$ cat src/rtl/rand_packer.sv
//==============================================================================
// Module      : rand_packer
// Description : Packs WIDTH-bit LFSR beats into OUT_WIDTH-bit words (first
//               beat least significant) and buffers them in a small in-order
//               FIFO with a valid/ready output. Words completing while the
//               FIFO is full are dropped and counted in a saturating counter.
//               Optional feature macro: RAND_PACKER_REJECT_EN. When defined,
//               completed words >= LIMIT are silently discarded.
// Revision    : 1.0 - initial release
//==============================================================================
`default_nettype none

module rand_packer #(
    parameter int                   WIDTH      = 16,
    parameter int                   OUT_WIDTH  = 32,
    parameter int                   FIFO_DEPTH = 4,
    parameter logic [OUT_WIDTH-1:0] LIMIT      = 32'h8000_0000
) (
    input  logic                              clk,
    input  logic                              rst,
    input  logic [WIDTH-1:0]                  in_data,
    input  logic                              in_valid,
    output logic [OUT_WIDTH-1:0]              out_data,
    output logic                              out_valid,
    input  logic                              out_ready,
    output logic [$clog2(FIFO_DEPTH+1)-1:0]   level,
    output logic [15:0]                       drop_count
);

    localparam int c_R  = OUT_WIDTH / WIDTH;
    localparam int c_BW = (c_R > 1) ? $clog2(c_R) : 1;
    localparam int c_AW = $clog2(FIFO_DEPTH);
    localparam int c_LW = $clog2(FIFO_DEPTH + 1);

    logic [c_BW-1:0]      r_beat;
    logic [OUT_WIDTH-1:0] r_partial;
    logic [OUT_WIDTH-1:0] r_mem [FIFO_DEPTH];
    logic [c_AW-1:0]      r_wptr;
    logic [c_AW-1:0]      r_rptr;
    logic [c_LW-1:0]      r_level;
    logic                 r_out_valid;
    logic [OUT_WIDTH-1:0] r_out_data;
    logic [15:0]          r_drop;

    logic [OUT_WIDTH-1:0] w_word;
    logic                 w_last;
    logic                 w_complete;
    logic                 w_limit_ok;
    logic                 w_pop;
    logic                 w_has_room;
    logic                 w_push;
    logic                 w_drop;
    logic [c_AW-1:0]      w_rptr_n;
    logic [c_LW-1:0]      w_level_after_pop;
    logic [c_LW-1:0]      w_level_n;
    logic [OUT_WIDTH-1:0] w_head_n;

    // Candidate word: stored partial beats with the current beat dropped into its slot
    always_comb begin
        w_word = r_partial;
        for (int k = 0; k < c_R; k++) begin
            if (r_beat == c_BW'(k)) begin
                w_word[k*WIDTH +: WIDTH] = in_data;
            end
        end
    end

    assign w_last     = (r_beat == c_BW'(c_R - 1));
    assign w_complete = in_valid & w_last;

`ifdef RAND_PACKER_REJECT_EN
    assign w_limit_ok = (w_word < LIMIT);
`else
    // LIMIT is ignored in this build; the expression is constant true
    assign w_limit_ok = (LIMIT == LIMIT);
`endif

    // Pop uses the registered valid, so out_ready only reaches the push/drop decision
    assign w_pop      = r_out_valid & out_ready;
    assign w_has_room = (r_level < c_LW'(FIFO_DEPTH)) | w_pop;
    assign w_push     = w_complete & w_limit_ok & w_has_room;
    assign w_drop     = w_complete & w_limit_ok & ~w_has_room;

    // Next occupancy, read pointer and head word for the registered outputs
    always_comb begin
        w_level_after_pop = r_level - c_LW'(w_pop);
        w_level_n         = w_level_after_pop + c_LW'(w_push);
        w_rptr_n          = r_rptr + c_AW'(w_pop);
        if (w_level_n == '0) begin
            w_head_n = '0;
        end else if (w_level_after_pop == '0) begin
            // FIFO drains to empty this edge, so the new head is the word being pushed
            w_head_n = w_word;
        end else begin
            w_head_n = r_mem[w_rptr_n];
        end
    end

    // FIFO storage: contents need no reset, occupancy tracks validity
    always_ff @(posedge clk) begin
        if (w_push && !rst) begin
            r_mem[r_wptr] <= w_word;
        end
    end

    // Beat assembly, FIFO pointers, registered outputs and drop counter
    always_ff @(posedge clk) begin
        if (rst) begin
            r_beat      <= '0;
            r_partial   <= '0;
            r_wptr      <= '0;
            r_rptr      <= '0;
            r_level     <= '0;
            r_out_valid <= 1'b0;
            r_out_data  <= '0;
            r_drop      <= '0;
        end else begin
            if (in_valid) begin
                r_beat    <= w_last ? '0 : r_beat + c_BW'(1);
                r_partial <= w_word;
            end
            if (w_push) begin
                r_wptr <= r_wptr + c_AW'(1);
            end
            r_rptr      <= w_rptr_n;
            r_level     <= w_level_n;
            r_out_valid <= (w_level_n != '0);
            r_out_data  <= w_head_n;
            if (w_drop && (r_drop != 16'hFFFF)) begin
                r_drop <= r_drop + 16'd1;
            end
        end
    end

    assign out_data   = r_out_data;
    assign out_valid  = r_out_valid;
    assign level      = r_level;
    assign drop_count = r_drop;

endmodule

`default_nettype wire

$ cat config.mk
export PLATFORM = sky130hd
export DESIGN_NAME = rand_packer
export DESIGN_NICKNAME = d
export VERILOG_FILES = /design/src/rtl/rand_packer.sv
export SDC_FILE = /design/constraint.sdc
export NUM_CORES = 1
export LEC_CHECK = 0
export CELL_PAD_IN_SITES_DETAIL_PLACEMENT = 1
export CELL_PAD_IN_SITES_GLOBAL_PLACEMENT = 1
export CORE_MARGIN = 2
export CORE_UTILIZATION = 25
export DETAILED_ROUTE_END_ITERATION = 12
export DONT_BUFFER_PORTS = 1
export MAX_ROUTING_LAYER = met4
export PLACE_DENSITY = 0.5
export SLEW_MARGIN = 5
export SYNTH_ARGS = -nofsm -noshare
export SYNTH_HDL_FRONTEND = slang
export SYNTH_SLANG_ARGS = --single-unit
$ cat constraint.sdc
create_clock -name clk -period 3.04 [get_ports clk]
set_clock_uncertainty 0.2 [all_clocks]
set_input_delay 0.304 -clock clk [delete_from_list [all_inputs] [get_ports clk]]
set_output_delay 0.304 -clock clk [all_outputs]
set_load 0.02 [all_outputs]
Word-level counts from Yosys, hierarchy flattened --
Memories as Yosys holds them, arrays and structs flattened. Index checks and enable logic that the tools add are counted.
Operators by class: add/subtract/negate cells 6, $lt $le $gt $ge 1, equality and inequality tests 1, multiplexer cells 6, bitwise operators 6, reduce and logical (&&, ||, !) cells 7
Operators by type and width (number):
- 16-bit two-way mux | 2
- 32-bit two-way mux | 1
- 16-bit by 1-bit adder with 16-bit output, second input constant | 1
- 16-bit inequality test, second input constant | 1
- 3-bit logical NOT | 2
- 1-bit AND | 4
- 3-bit by 1-bit adder with 3-bit output | 1
- 3-bit < comparator, second input constant | 1
- 1-bit two-way mux | 3
- 3-bit nonzero test | 1
- 3-bit by 1-bit subtractor with 3-bit output | 1
- 2-bit by 1-bit adder with 2-bit output | 1
- 2-bit by 1-bit adder with 2-bit output, second input constant | 1
- 1-bit logical AND | 2
- 2-bit OR reduction | 1
- 1-bit adder, second input constant | 1
- 1-bit logical NOT | 1
- 1-bit inverter | 1
- 1-bit bitwise OR | 1
Word-level totals: register bits 89, bits in writable memories 128, input port bits 20, logic and storage cells 36, memories kept 1
Memories:
- r_mem | words 4, width 32, read ports 1, clocked after Yosys merged registers in 0, write ports 1, line 37 | logic [OUT_WIDTH-1:0] r_mem [FIFO_DEPTH];

Logic depth before layout (Yosys ltp) --
Gate-level depths: netlist of the first run.
depth after elaboration 6, gate-level depth with buffers 10, gate-level depth less buffers 8

Worst setup path before layout of the first run --
Ideal clock, no wire load.
path kind register to register, start reg r_out_valid, in the netlist out_valid, end reg r_out_data[22], in the netlist out_data[22], arrival time 2.225 ns, data required time 2.708 ns, path slack 0.483 ns, stages on the path, launching flop included 8, buffers on the path 2, clock period less this slack 2.557 ns, path through dfxtp_1 > and2_1 > ha_1 > buf_2 > buf_1 > mux4_2 > mux2i_1 > nor3_1
RTL lines:
- start: declaration | line 41 | logic r_out_valid;
- start signal: assignment | line 127 | r_out_valid <= (w_level_n != '0);
- 1-bit AND | line 79 | assign w_pop = r_out_valid & out_ready;
- 2-bit by 1-bit adder with 2-bit output | line 88 | w_rptr_n = r_rptr + c_AW'(w_pop);
- via w_rptr_n[0] | line 53 | logic [c_AW-1:0] w_rptr_n;
- memory read 4 x 32 bit
- 32-bit two-way mux | line 91 | end else if (w_level_after_pop == '0) begin
- end signal: assignment | line 128 | r_out_data <= w_head_n;
- end: declaration | line 42 | logic [OUT_WIDTH-1:0] r_out_data;
The timed path passes the listed nets, and every way through them passes these cells. A chain may end at the register's enable or synchronous reset.

Final worst setup path of the first run --
start reg r_out_valid, in the netlist out_valid, end reg r_out_data[10], in the netlist out_data[10]
On the way: cells in the longest elaborated chain, start to end 6
Ends and longest elaborated chain (line):
- 1-bit AND * | 79
- branches (longest 5 deep; another with 3-bit by 1-bit subtractor with 3-bit output)
Every way passes the cells marked *.

==> results of run 1 <==
-- registers in the layout, summed over array words and instances, names as in the netlist --
name / count
drop_count: 16
r_wptr: 2
r_rptr: 2
r_mem: 128
r_beat: 1
r_partial: 32
out_valid: 1
out_data: 32
level: 3
-- synth_stat cells (all sizes together) (2+ instances only) --
cell type / number / share of area (%)
o31ai: 7 / 0.61
and2: 9 / 0.66
clkbuf: 25 / 1.3
a2111oi: 16 / 1.6
or3: 3 / 0.22
o41ai: 3 / 0.31
o311ai: 2 / 0.20
mux4: 32 / 8.4
dfxtp: 89 / 21
nand4: 6 / 0.66
edfxtp: 128 / 45
nand3: 4 / 0.23
mux2i: 32 / 3.7
ha: 10 / 1.5
nor3: 20 / 1.2
xnor2: 4 / 0.41
nor2: 39 / 1.7
a21oi: 28 / 1.6
nor2b: 3 / 0.22
buf: 16 / 1.0
o21ai: 4 / 0.23
or4: 9 / 0.79
mux2: 16 / 2.1
a211oi: 17 / 1.5
nand2: 40 / 1.9
inv: 24 / 1.0
-- layout make-up --
type | count | area (um2) | share of cell area (%)
multi-input combinational | 317 | 2700 | 26.33
sequential | 217 | 5627 | 54.87
antenna | 1 | 2.502 | 0.02441
clock buffer | 36 | 716.9 | 6.992
timing repair buffer | 38 | 475.5 | 4.637
inverter | 24 | 90.09 | 0.8786
clock inverter | 6 | 81.33 | 0.7932
tap | 448 | 560.5 | 5.467
-- critical path: cells and delay by family (launching register included) --
family                   cells  cell delay (ns)
AO/OA/AOI/OAI                1             0.44
XOR/XNOR                     1             0.24
adder cells (fa/ha/maj)      3             0.67
buffers and inverters        2             0.23
flip-flops                   1             0.42
AND/OR/NAND/NOR              2             0.31
-- timing repair --
action                                 CTS  global route
hold buffers                            25             0
buffers inserted                         0             0
endpoints found under the hold margin  217             0
setup endpoints to repair                0             0
-- worst max-delay path by stage --
stage / from / endpoint / slack (ns) / cells after the start
floorplan: out_valid$_SDFF_PP0_ / out_data[22]$_SDFF_PP0_ / 0.48 / 7
global placement: out_valid$_SDFF_PP0_ / out_data[11]$_SDFF_PP0_ / 0.58 / 9
detailed placement: out_valid$_SDFF_PP0_ / out_data[8]$_SDFF_PP0_ / 0.37 / 8
CTS: out_valid$_SDFF_PP0_ / out_data[8]$_SDFF_PP0_ / 0.33 / 8
global route: in_valid / out_data[8]$_SDFF_PP0_ / 0.12 / 10
finish: out_valid$_SDFF_PP0_ / out_data[10]$_SDFF_PP0_ / 0.36 / 9
-- routing by layer --
layer / GRT usage (%) / vias to the layer above
li1: - / 2321
met4: 2.892 / 0
met5: - / -
met2: 20.87 / 85
met1: 15.22 / 2616
met3: 2.651 / 21
-- cell families (layout without fill, tap and decap cells) --
logic type	count (synthesis)	count (layout)	share of synthesized area (%)
buffers and inverters	65	104	3.380
adder cells (fa/ha/maj)	10	10	1.457
other	0	1	0
flip-flops	217	217	65.50
AND/OR/NAND/NOR	139	139	8.202
multiplexers	80	80	14.22
XOR/XNOR	5	5	0.5099
AO/OA/AOI/OAI	83	83	6.731
-- through the flow --
step / utilization, % / instance area [um2] / hold WS, ns
after detailed placement: 27.23 / 9175 / 0.1960
after global routing: 30.43 / 10250 / 0.02579
after CTS: 30.42 / 10250 / 0.001876
final: 30.43 / 10250 / -0.003137
after floorplan: - / 8588 / 0.2295
after global placement: 27.23 / 9175 / 0.1918
-- power groups by stage --
stage                     sequential [uW]  combinational, uW  clock [uW]
after floorplan                      3700               1310           0
after global placement               3780               1840           0
after detailed placement             3780               1890           0
after CTS                            3720               1980        3030
after global routing                 3730               2100        3140
final                                3700               1910        2930
==> summary.md, run 1 <==
| Metric | Value |
|---|---|
| Status | finished, violations left |
| Failing checks | hold timing |
| DRC violations left | 0 |
| Total grt overflow | 0 |
| Uppermost routed layer | met4 |
| Share of cells above drive strength 1 | 16.77% |
| Min-delay worst type | input pin to flip-flop |
| Sequential Power Share | 43.4% |
| H-tree depth reported by CTS | 1 |
| Buffers on Ports | 0 |
| Routed wire length | 21.57 mm |
| DR WL met3 | 947 um |
| Period utilization | 88.15% |
| Final #Nets | 652 |
| Layout area overhead | 19.39% |
| Number of max-cap violations | 0 |
| Yosys warns | 0 |
| Post-route ant nets | 0 |
| Die height | 189.3 um |
| Largest net degree at the start of global routing | 88 |
| FF+latch count, synth | 217 |
| Site Rows | 67 |
| DRT iter0 DRCs | 256 |
| Net Count, Synth | 629 |
| WHS Path Cells | 2 |
| Number of flops mapped to enable cells by yosys | 128 |
| Main synth FF type | edfxtp_1 |
| Post-synthesis sequential area ratio | 65.50% |
| Setup slack, reg-to-reg | 0.36 ns |
| RSZ-0062 raised after global routing | no |
| Final std cells w/o fill | 1087 |
| Root buffer cell | clkbuf_16 |
| Hold EP | r_partial[31]$_SDFFE_PP0P_ |
| GP Congestion | 0.7378 |
| Combinational power share | 22.3% |
| Setup violators final | 0 |
| Post-Place Worst Slack | 0.3691 ns |
| Most used cell, CP | ha_1 |
| Dpl cells | 1019 |
| Hold WS | -0.003137 ns |
| Arr. time, crit path | 2.83 ns |
| Mapped cell area | 8588 um2 |
| Async set-reset flop share out of synthesis | 0% |
| Drt first pass iters | 4 |
| Die area | 35850 um2 |
| Reg-to-Reg Start | out_valid$_SDFF_PP0_ |
| NetSw | 2570 uW |
| Critical path data required time | 3.19 ns |
| TNS Setup | 0 ns |
| P per Cell Area | 832.8 nW/um2 |
| Clock period minus worst slack | 2.680 ns |
| DP HPWL | 12.34 mm |
| Worst-Skew Late Latency | 0.51 ns |
| Post-cts resize count | 0 |
| Slew HR | 61.50% |
| Most frequent cells in the layout | edfxtp_1 (128), dfxtp_1 (88), nor2_1 (39), nand2_1 (39) |
| Maximum vdd drop | 576.1 uV |
| Critical-path cell list | and2_1 -> ha_1 -> ha_1 -> inv_1 -> ha_1 -> xnor2_1 -> nor3_2 -> buf_12 -> a2111oi_0 |
| Worst-case reg-to-reg path depth | 9 |
| GRT Total Usage | 12.38% |
| Most common cell after layout, fill and taps aside | edfxtp_1 |
| Max stage delay cell, worst path | a2111oi_0 |
| Vias per cell | 4.639 |
| Net Sw Frac | 30.09% |
| CTS tree | built |
| Initial core utilization | 25.48% |
| Boundary Pins | 72 |
| TritonCTS buffer count | 24 |
| Fin. Hold Viols | 1 |
| Worst setup path class | flip-flop to flip-flop |
| Wire length on met2 | 10.64 mm |
| Worst Tran Pin Value | 0.5774 ns |
| CTS Sinks | 217 |
| Max-slew violation count | 0 |
| Die W | 189.3 um |
| Critical R2R Capture | out_data[10]$_SDFF_PP0_ |
| Startpoint Class | flip-flop |
| Setup WS post-layout | 0.3602 ns |
| CP Max Fanout | 33 |
| Metal-1 WL | 9.654 mm |
| Initial antenna violation count | 1 |
| Clk buf depth | 3 |
| Synthesized instance count | 599 |
| Layout fillers | 3564 |
| Clock power share | 34.3% |
| Clk slew on worst S/H paths | 0.06 ns |
| Global-route wire length before repair | 33.38 mm |
| Worst Hold Launch | rst |
| Internal Power | 5969 uW |
| Via count of the first global-routing pass | 5553 |
| Fmax | 0.3732 GHz |
| Vias | 5043 |
| Pwr Total | 8539 uW |
| Core region area | 33700 um2 |
| Number of distinct library cells after synthesis | 47 |
| Leak | 0.003421 uW |
| Crit path largest cell delay | 0.44 ns |
| Worst setup EP type | flip-flop |
| WL per Instance | 19.84 um |
| Syn_area_per_cell | 14.34 um2 |
Power figures use the tool's default switching activity.
==> run 2, diff against run 1 <==
--- a/config.mk
+++ b/config.mk
@@ -8,11 +8,11 @@
 export CELL_PAD_IN_SITES_DETAIL_PLACEMENT = 1
 export CELL_PAD_IN_SITES_GLOBAL_PLACEMENT = 1
 export CORE_MARGIN = 2
-export CORE_UTILIZATION = 25
+export CORE_UTILIZATION = 39
 export DETAILED_ROUTE_END_ITERATION = 12
 export DONT_BUFFER_PORTS = 1
 export MAX_ROUTING_LAYER = met4
-export PLACE_DENSITY = 0.5
+export PLACE_DENSITY = 0.68
 export SLEW_MARGIN = 5
 export SYNTH_ARGS = -nofsm -noshare
 export SYNTH_HDL_FRONTEND = slang
==> summary.md, run 2 (synthesis gave the netlist of run 1 again) <==
| Metric | Value |
|---|---|
| Status | finished, violations left |
| Failing checks | hold timing |
| Most used cell, CP | ha_1 |
| CTS Sinks | 217 (unchanged) |
| Clock power share | 31.5% (-2.8 points) |
| Fin util | 45.68% (+15 points) |
| Clock period minus worst slack | 2.802 ns (+0.1222 ns) |
| H-tree depth reported by CTS | 1 (unchanged) |
| Worst-Skew Late Latency | 0.51 ns (about the same) |
| Via count of the first global-routing pass | 5576 (+0.41%) |
| Clk buf depth | 3 (unchanged) |
| Critical path data required time | 3.18 ns (about the same) |
| Post-route ant nets | 0 (unchanged) |
| RSZ-0062 raised after global routing | no |
| Buffers on Ports | 0 (unchanged) |
| Cell family with most CP delay | compound AO/OA/AOI/OAI gates |
| Setup slack, reg-to-reg | 0.24 ns (-0.12 ns) |
| Sequential Power Share | 45.2% (+1.8 points) |
| Critical-path cell list | and2_1 -> ha_1 -> ha_1 -> xnor2_1 -> and3_2 -> buf_12 -> nor2_1 -> a2111oi_0 |
| Worst Tran Pin Value | 0.6224 ns (+0.04491 ns) |
| Leak | 0.003365 uW (-1.7%) |
| Initial antenna violation count | 2 (+1) |
| Metal-1 WL | 8.688 mm (-10%) |
| Worst setup path class | flip-flop to flip-flop |
| Most flop-heavy register | r_mem |
| TNS Setup | 0 ns (unchanged) |
| Largest net degree at the start of global routing | 88 (unchanged) |
| Period utilization | 92.17% (+4.0 points) |
| Core region area | 21690 um2 (-36%) |
| Root buffer cell | clkbuf_16 |
| DRT iter0 DRCs | 232 (-9.4%) |
| Initial core utilization | 39.60% (+14 points) |
| Startpoint Class | flip-flop |
| Internal Power | 5653 uW (-5.3%) |
| Layout area overhead | 15.37% |
| Drt first pass iters | 4 (unchanged) |
| CP Max Fanout | 48 (+45%) |
| Layout fillers | 2145 (-40%) |
| Die area | 23220 um2 (-35%) |
| Clk slew on worst S/H paths | 0.06 ns (about the same) |
| Final #Nets | 653 (+0.15%) |
| CTS tree | built |
| GP Congestion | 0.7778 (+5.4%) |
| Most frequent cells in the layout | edfxtp_1 (128), dfxtp_1 (88), nor2_1 (39), nand2_1 (39) |
| Fmax | 0.3569 GHz (-4.4%) |
| Global-route wire length before repair | 32.12 mm (-3.8%) |
| Net Sw Frac | 30.82% (+0.72 points) |
| DRC violations left | 0 (unchanged) |
| DR WL met3 | 829 um (-12%) |
| Die W | 152.4 um (-20%) |
| Buf+Inv Stages, Crit Path | 1 (-1) |
| P per Cell Area | 824.7 nW/um2 (-0.98%) |
| GRT Total Usage | 18.03% (+5.6 points) |
| Fin. Hold Viols | 4 (+3) |
| Hold WS | -0.0005856 ns (+0.002551 ns) |
| Worst setup EP type | flip-flop |
| TritonCTS buffer count | 23 (-4.2%) |
| Arr. time, crit path | 2.94 ns (+0.11 ns) |
| Most common cell after layout, fill and taps aside | edfxtp_1 |
| Post-cts resize count | 0 (unchanged) |
| Maximum vdd drop | 477.6 uV (-17%) |
| Max-slew violation count | 0 (unchanged) |
| Largest register FFs | 128 (unchanged) |
| Crit path largest cell delay | 0.60 ns (+0.16 ns) |
| Number of max-cap violations | 0 (unchanged) |
| Combinational power share | 23.3% (+1.0 points) |
| Die height | 152.4 um (-20%) |
| Max stage delay cell, worst path | a2111oi_0 |
| Uppermost routed layer | met4 |
| Site Rows | 54 (-19%) |
| Total grt overflow | 0 (unchanged) |
| Wire length on met2 | 10.17 mm (-4.4%) |
| Boundary Pins | 72 (unchanged) |
| Share of cells above drive strength 1 | 16.09% (-0.68 points) |
| Min-delay worst type | input pin to flip-flop |
| Vias | 5065 (+0.44%) |
| NetSw | 2518 uW (-2.0%) |
| WL per Instance | 21.84 um (+10%) |
| Setup violators final | 0 (unchanged) |
| DP HPWL | 11.38 mm (-7.8%) |
| Routed wire length | 20.12 mm (-6.7%) |
| Vias per cell | 5.499 (+19%) |
| Slew HR | 57.44% (-4.1 points) |
[run 2: area by class of cell]
type	instances	area (um2)	share of cell area, %
clock buffer	33	633.1	6.390
clock inverter	9	50.05	0.5051
sequential	217	5627	56.79
multi-input combinational	317	2700	27.25
antenna	1	2.502	0.02526
timing repair buffer	40	455.4	4.597
inverter	24	90.09	0.9092
tap	280	350.3	3.536
[run 2: worst paths after layout]
kind,to,cells past startpoint,start
min,r_mem[0][7]$_DFFE_PP_,2,in_data[7]
min reg2reg,r_partial[17]$_SDFFE_PP0P_,2,r_partial[17]$_SDFFE_PP0P_
max reg2reg,out_data[3]$_SDFF_PP0_,8,out_valid$_SDFF_PP0_
max,out_data[3]$_SDFF_PP0_,8,out_valid$_SDFF_PP0_
[run 2: what timing repair did]
item / in CTS / in global routing
setup buffers: 0 / 0
hold buffers: 26 / 0
endpoints found under the hold margin: 213 / 0
[run 2: power by group through the flow]
stage | registers, uW | clock network (uW) | logic, uW
5_1_grt | 3720 | 2730 | 2080
3_3_place_gp | 3770 | 0 | 1810
6_report | 3700 | 2570 | 1900
2_1_floorplan | 3700 | 0 | 1310
4_1_cts | 3700 | 2620 | 1950
3_5_place_dp | 3770 | 0 | 1850
[run 2: worst reg2reg max path, cell delays in order, from the launching register on]
cell and delay (ns):
dfxtp_1 0.42, and2_1 0.22, ha_1 0.18, ha_1 0.19, xnor2_1 0.21, and3_2 0.24, buf_12 0.27, nor2_1 0.11
a2111oi_0 0.60
[run 2: metrics by stage]
| stage | power (uW) | worst slack, ns | instance area, um2 | std cells |
|---|---|---|---|---|
| floorplan | 5010 | 0.4832 | 8588 | 599 |
| global placement | 5572 | 0.3431 | 8935 | 852 |
| detailed placement | 5616 | 0.3270 | 8935 | 852 |
| CTS | 8271 | 0.2728 | 9906 | 920 |
| global route | 8532 | 0.08137 | 9908 | 921 |
| finish | 8171 | 0.2380 | 9908 | 921 |
[run 2: per-layer routing]
layer	vias to the layer above	track usage, %
met2	104	31.10
met5	-	-
met4	0	5.385
met1	2606	21.87
met3	34	2.958
li1	2321	-
